===== config.mk =====
export PLATFORM = sky130hd
export DESIGN_NAME = dmem_arbiter_flat
export DESIGN_NICKNAME = d
export VERILOG_FILES = /design/src/rtl/dmem_arbiter_if.sv /design/src/rtl/dmem_arbiter.sv /design/src/flat_wrapper.sv
export SDC_FILE = /design/constraint.sdc
export NUM_CORES = 1
export LEC_CHECK = 0
export ABC_AREA = 1
export ABC_CLOCK_PERIOD_IN_PS = 9700
export CAP_MARGIN = 30
export CORE_MARGIN = 5
export CORE_UTILIZATION = 44
export DETAILED_ROUTE_END_ITERATION = 16
export HOLD_SLACK_MARGIN = 0.08
export MAX_ROUTING_LAYER = met4
export PLACE_DENSITY = 0.86
export SETUP_SLACK_MARGIN = 0.05
export SLEW_MARGIN = 20
export SYNTH_ARGS = -nofsm -noshare
export SYNTH_HDL_FRONTEND = slang
export SYNTH_SLANG_ARGS = --single-unit

===== constraint.sdc =====
create_clock -name clk -period 9.7 [get_ports clk]
set_input_delay 2.425 -clock clk [delete_from_list [all_inputs] [get_ports clk]]
set_output_delay 2.425 -clock clk [all_outputs]
set_load 0.02 [all_outputs]

===== src/rtl/dmem_arbiter_if.sv =====
// rtl/dmem_arbiter_if.sv - requester port bundle for the data memory arbiter
interface dmem_arbiter_if #(
    parameter int AW = 32,
    parameter int DW = 32
);
    logic          req;
    logic          we;
    logic [AW-1:0] addr;
    logic [DW-1:0] wdata;
    logic          gnt;
    logic          done;
    logic [DW-1:0] rdata;
    logic          err;

    modport master (output req, we, addr, wdata, input gnt, done, rdata, err);
    modport slave  (input req, we, addr, wdata, output gnt, done, rdata, err);
endinterface


===== src/rtl/dmem_arbiter.sv =====
// rtl/dmem_arbiter.sv - two-requester sequencer for a single-port 1-cycle-read data memory
// Optional address range check: DMEM_ARB_RANGE_CHECK_EN
module dmem_arbiter #(
    parameter int AW       = 32,
    parameter int DW       = 32,
    parameter int DEPTH    = 1024,
    parameter int ARB_MODE = 0
) (
    input  logic           clk,
    input  logic           rst,
    dmem_arbiter_if.slave  a,
    dmem_arbiter_if.slave  b,
    output logic           mem_cs,
    output logic           mem_rd,
    output logic           mem_wr,
    output logic [AW-1:0]  mem_addr,
    output logic [DW-1:0]  mem_wdata,
    input  logic [DW-1:0]  mem_rdata
);
`ifdef DMEM_ARB_RANGE_CHECK_EN
    localparam bit RANGE_CHK = 1'b1;
`else
    localparam bit RANGE_CHK = 1'b0;
`endif

    typedef enum logic [1:0] {IDLE, ISSUE, RESP} state_t;

    state_t        state, state_n;
    logic          last_b, last_b_n;
    logic          cur_b, cur_b_n;
    logic          cur_we, cur_we_n;
    logic          cur_bad, cur_bad_n;
    logic          cs_n, rd_n, wr_n;
    logic [AW-1:0] addr_n;
    logic [DW-1:0] wdata_n;
    logic          a_gnt_q, a_gnt_n, b_gnt_q, b_gnt_n;
    logic          a_done_q, a_done_n, b_done_q, b_done_n;
    logic          a_err_q, a_err_n, b_err_q, b_err_n;
    logic [DW-1:0] a_rdata_q, a_rdata_n, b_rdata_q, b_rdata_n;

    logic          pick_b, win_we, win_bad;
    logic [AW-1:0] win_addr;
    logic [DW-1:0] win_wdata;

    always_comb begin
        // B wins only if A is idle, or on a round-robin tie when A went last
        pick_b    = b.req & (~a.req | ((ARB_MODE == 0) & ~last_b));
        win_we    = pick_b ? b.we    : a.we;
        win_addr  = pick_b ? b.addr  : a.addr;
        win_wdata = pick_b ? b.wdata : a.wdata;
        win_bad   = RANGE_CHK && (win_addr >= AW'(DEPTH));
    end

    always_comb begin
        state_n   = state;
        last_b_n  = last_b;
        cur_b_n   = cur_b;
        cur_we_n  = cur_we;
        cur_bad_n = cur_bad;
        cs_n      = mem_cs;
        rd_n      = mem_rd;
        wr_n      = mem_wr;
        addr_n    = mem_addr;
        wdata_n   = mem_wdata;
        a_gnt_n   = 1'b0;
        b_gnt_n   = 1'b0;
        a_done_n  = 1'b0;
        b_done_n  = 1'b0;
        a_err_n   = 1'b0;
        b_err_n   = 1'b0;
        a_rdata_n = a_rdata_q;
        b_rdata_n = b_rdata_q;
        case (state)
            IDLE: begin
                if (a.req | b.req) begin
                    addr_n    = win_addr;
                    wdata_n   = win_wdata;
                    cs_n      = ~win_bad;
                    rd_n      = ~win_bad & ~win_we;
                    wr_n      = ~win_bad & win_we;
                    a_gnt_n   = ~pick_b;
                    b_gnt_n   = pick_b;
                    last_b_n  = pick_b;
                    cur_b_n   = pick_b;
                    cur_we_n  = win_we;
                    cur_bad_n = win_bad;
                    state_n   = ISSUE;
                end
            end
            ISSUE: begin
                cs_n    = 1'b0;
                rd_n    = 1'b0;
                wr_n    = 1'b0;
                state_n = RESP;
            end
            RESP: begin
                if (cur_b) begin
                    b_done_n = 1'b1;
                    b_err_n  = cur_bad;
                    if (cur_bad)      b_rdata_n = '0;
                    else if (!cur_we) b_rdata_n = mem_rdata;
                end else begin
                    a_done_n = 1'b1;
                    a_err_n  = cur_bad;
                    if (cur_bad)      a_rdata_n = '0;
                    else if (!cur_we) a_rdata_n = mem_rdata;
                end
                state_n = IDLE;
            end
            default: state_n = IDLE;
        endcase
    end

    always_ff @(posedge clk or posedge rst) begin
        if (rst) begin
            state     <= IDLE;
            last_b    <= 1'b1;
            cur_b     <= 1'b0;
            cur_we    <= 1'b0;
            cur_bad   <= 1'b0;
            mem_cs    <= 1'b0;
            mem_rd    <= 1'b0;
            mem_wr    <= 1'b0;
            mem_addr  <= '0;
            mem_wdata <= '0;
            a_gnt_q   <= 1'b0;
            b_gnt_q   <= 1'b0;
            a_done_q  <= 1'b0;
            b_done_q  <= 1'b0;
            a_err_q   <= 1'b0;
            b_err_q   <= 1'b0;
            a_rdata_q <= '0;
            b_rdata_q <= '0;
        end else begin
            state     <= state_n;
            last_b    <= last_b_n;
            cur_b     <= cur_b_n;
            cur_we    <= cur_we_n;
            cur_bad   <= cur_bad_n;
            mem_cs    <= cs_n;
            mem_rd    <= rd_n;
            mem_wr    <= wr_n;
            mem_addr  <= addr_n;
            mem_wdata <= wdata_n;
            a_gnt_q   <= a_gnt_n;
            b_gnt_q   <= b_gnt_n;
            a_done_q  <= a_done_n;
            b_done_q  <= b_done_n;
            a_err_q   <= a_err_n;
            b_err_q   <= b_err_n;
            a_rdata_q <= a_rdata_n;
            b_rdata_q <= b_rdata_n;
        end
    end

    assign a.gnt   = a_gnt_q;
    assign b.gnt   = b_gnt_q;
    assign a.done  = a_done_q;
    assign b.done  = b_done_q;
    assign a.err   = a_err_q;
    assign b.err   = b_err_q;
    assign a.rdata = a_rdata_q;
    assign b.rdata = b_rdata_q;
endmodule


===== src/flat_wrapper.sv =====
// flat-port wrapper written by rule: the top's interface ports become plain ports
module dmem_arbiter_flat 
#(
    parameter int AW       = 32,
    parameter int DW       = 32,
    parameter int DEPTH    = 1024,
    parameter int ARB_MODE = 0
)
  (clk, rst, mem_cs, mem_rd, mem_wr, mem_addr, mem_wdata, mem_rdata, a_req, a_we, a_addr, a_wdata, a_gnt, a_done, a_rdata, a_err, b_req, b_we, b_addr, b_wdata, b_gnt, b_done, b_rdata, b_err);
  dmem_arbiter_if #(.AW(AW), .DW(DW)) a_i ();
  dmem_arbiter_if #(.AW(AW), .DW(DW)) b_i ();
  input  logic clk;
  input  logic rst;
  output logic mem_cs;
  output logic mem_rd;
  output logic mem_wr;
  output logic [AW-1:0] mem_addr;
  output logic [DW-1:0] mem_wdata;
  input  logic [DW-1:0] mem_rdata;
  input wire logic [$bits(a_i.req)-1:0] a_req;
  input wire logic [$bits(a_i.we)-1:0] a_we;
  input wire logic [$bits(a_i.addr)-1:0] a_addr;
  input wire logic [$bits(a_i.wdata)-1:0] a_wdata;
  output wire logic [$bits(a_i.gnt)-1:0] a_gnt;
  output wire logic [$bits(a_i.done)-1:0] a_done;
  output wire logic [$bits(a_i.rdata)-1:0] a_rdata;
  output wire logic [$bits(a_i.err)-1:0] a_err;
  input wire logic [$bits(b_i.req)-1:0] b_req;
  input wire logic [$bits(b_i.we)-1:0] b_we;
  input wire logic [$bits(b_i.addr)-1:0] b_addr;
  input wire logic [$bits(b_i.wdata)-1:0] b_wdata;
  output wire logic [$bits(b_i.gnt)-1:0] b_gnt;
  output wire logic [$bits(b_i.done)-1:0] b_done;
  output wire logic [$bits(b_i.rdata)-1:0] b_rdata;
  output wire logic [$bits(b_i.err)-1:0] b_err;
  assign a_i.req = a_req;
  assign a_i.we = a_we;
  assign a_i.addr = a_addr;
  assign a_i.wdata = a_wdata;
  assign a_gnt = a_i.gnt;
  assign a_done = a_i.done;
  assign a_rdata = a_i.rdata;
  assign a_err = a_i.err;
  assign b_i.req = b_req;
  assign b_i.we = b_we;
  assign b_i.addr = b_addr;
  assign b_i.wdata = b_wdata;
  assign b_gnt = b_i.gnt;
  assign b_done = b_i.done;
  assign b_rdata = b_i.rdata;
  assign b_err = b_i.err;
  dmem_arbiter #(.AW(AW), .DW(DW), .DEPTH(DEPTH), .ARB_MODE(ARB_MODE)) u_core (.clk(clk), .rst(rst), .a(a_i), .b(b_i), .mem_cs(mem_cs), .mem_rd(mem_rd), .mem_wr(mem_wr), .mem_addr(mem_addr), .mem_wdata(mem_wdata), .mem_rdata(mem_rdata));
endmodule

==> reports/metrics.yaml <==
period_needed_ps: 4080
syn_to_final_growth_pct: 60.4
avgSynthCellArea_um2: 7.97
drt_iter0_markers: 296
rr_startpoint: "u_core.last_b$_DFFE_PP1P_"
finalPower_mw: 3.30
initial_utilization: 0.446
cts_buffers: 17
synth_seq_cells: 140
clock_latency_ps: 410
design_area_um2: 9850
clockBufferDepth: 2
worstPathCellList: "clkdlybuf4s50_1 > nand2_1 > nand2_4 > buf_4 > buf_16 > nand2_1 > nand3_1 > o21ai_0"
clock_sink_count: 140
synth_top_family_by_area: "simple AND/OR/NAND/NOR gates"
synth_async_sr_flop_share: 1.00
synthMuxAreaShare: 0
wl_per_cell_um: 15.0
synth-simple-area-share: 0.218
startpoint_type: "input pin"
fin_skew_ps: 5.08
fmax_mhz: 245
placed_cell_area_um2: 9220
clkTransAtPathRegs_ps: 60
slew_violations: 0
fin_nets: 1222
cpPeakStageDelay_ps: 550
post-place-ws_ps: 4950
vias: 5868
synth_compound_area_frac: 0.107
synthAdderAreaFrac: 0
grt_pass1_wl_mm: 29.1
place_congestion: 0.844
dp.cells: 1216
grt_max_degree: 112
setup_ws_ps: 5620
max_cap_violations: 0
period_share: 0.420
cts_setup_buffers: 0
crit_arrival_ps: 4340
worst_hold_startpoint: "u_core.cur_b$_DFFE_PP0P_"
gr-usage-all-layers: 0.235
grt_pass1_vias: 5873
drive_gt1_frac: 0.0430
synth_largest_area_cell: "dfrtp_1"
setup.worst_path.class: "in2reg"
worstPathRequired_ps: 9960
rsz0062_at_grt: "false"
dr.pass1.iters: 5
setup_viol: 0
seq_area_frac_synth: 0.570
hold_viol_final: 0
max-vdd-ir-drop_uv: 143
synth_flop_cell: "dfrtp_1"
critPathSlowestCell: "clkdlybuf4s50_1"
synth_common_cells: "nand2_1 (270), dfrtp_1 (139), o21ai_1 (109), inv_1 (108), nor2_1 (71)"
cp.buffers_inverters: 3
drc: 0
yosys.area.top_type_share: 0.566
drtAntennaViolNets: 0
synth_edf_count: 0
synth_area_leaders: "dfrtp_1 (57%), nand2_1 (16%), o21ai_1 (8.9%)"
diodes: 0
hold_slack_ps: 476
yosysMostFrequentCell: "nand2_1"
portBuffers: 300
die_w_um: 128
crit_family: "buffers and inverters"
cts_max_level: 4
antenna_found_initial: 0
fp.dieArea_um2: 16400
cts-root-buf: "clkbuf_16"
io_pins: 303
cp-end-kind: "flip-flop"
yosysUniqueCellTypes: 18
num_rows: 43
synth_xor_area_frac: 0
cts_tree: "yes"
overflow: 0
status: "complete, no violations"
powerDensity_nw_per_um2: 335
tightest_slew_ps: 786
maxSlewHeadroom: 0.476
path_max_fanout: 91
ctsHoldBuffers: 0
cp-startpoint: "a_req"
critPathMostFrequentCell: "nand2_1"
power_leakage_nw: 4.83
dp_hpwl_mm: 13.9
hp-class: "reg2reg"
cts_resized: 0
tns_ps: 0
via_per_inst: 4.70
synth_area_um2: 6140
syn_inst: 771
drt-total-wl_mm: 18.7
yosys_warnings: 0
core_area_um2: 13800
die_h_um: 128
final_core_util: 0.715
final_cells: 1249
cell families (layout without fill, tap and decap cells):
| family | Yosys count | after routing |
|---|---|---|
| simple gates | 348 | 348 |
| compound gates | 131 | 131 |
| flops | 140 | 140 |
| other cells | 1 | 2 |
| buf+inv | 151 | 448 |
path summary, 6_finish.rpt:
path | end | slack (ps) | cells past startpoint
setup / recovery | u_core.cur_we$_DFFE_PP0P_ | 5620 | 8
hold / removal | u_core.a.done$_DFF_PP0_ | 480 | 1
hold reg to reg | u_core.a.done$_DFF_PP0_ | 480 | 1
setup reg to reg | u_core.cur_we$_DFFE_PP0P_ | 7680 | 7
max in group asynchronous | u_core.a.rdata[1]$_DFFE_PP0P_ | 5890 | 3
min in group asynchronous | u_core.a.rdata[21]$_DFFE_PP0P_ | 2520 | 2
worst register-to-register path, stage by stage, from the launching register on:
cell     delay [ps]
dfstp_2         540
nand2_1         100
nand2_4         200
buf_4           320
buf_16          330
nand2_1         170
nand3_1         110
o21ai_0          90
state kept, by name (all words and copies together), names as in the netlist, 2 cells and up:
name              flops
u_core.mem_wdata     32
u_core.a.rdata       32
u_core.mem_addr      32
u_core.b.rdata       32
u_core.state          2
power breakdown:
part	internal (mW)	total (mW)	switching, mW	leakage (nW)
logic	0.717	1.60	0.884	2.83
registers	0.878	1.04	0.162	1.71
clock network	0.417	0.659	0.242	0.293
total	2.01	3.30	1.29	4.83
metal layers:
metal | GRT usage | routed length [um]
met1 | 0.265 | 7250
met2 | 0.397 | 9330
met3 | 0.0679 | 1710
met4 | 0.0868 | 403
met5 | - | 0
layout make-up:
type,instances,area [um2]
Fill cell,1085,3920
Clock buffer,21,460
Inverter,109,414
Tap cell,180,225
Multi-Input combinational cell,481,2020
Clock inverter,11,143
Timing Repair Buffer,307,3090
Sequential cell,140,3500
placed cells by master (no fill, tap or decap), drive strengths merged:
cell / instances
bufinv: 3
conb: 2
clkdlybuf4s50: 300
clkbuf: 21
clkinvlp: 2
nor2: 73
clkinv: 6
inv: 109
buf: 7
o21ai: 131
nand3: 5
nand2: 270
dfstp: 1
dfrtp: 139
Note: power is estimated with default switching activity, not from simulation.
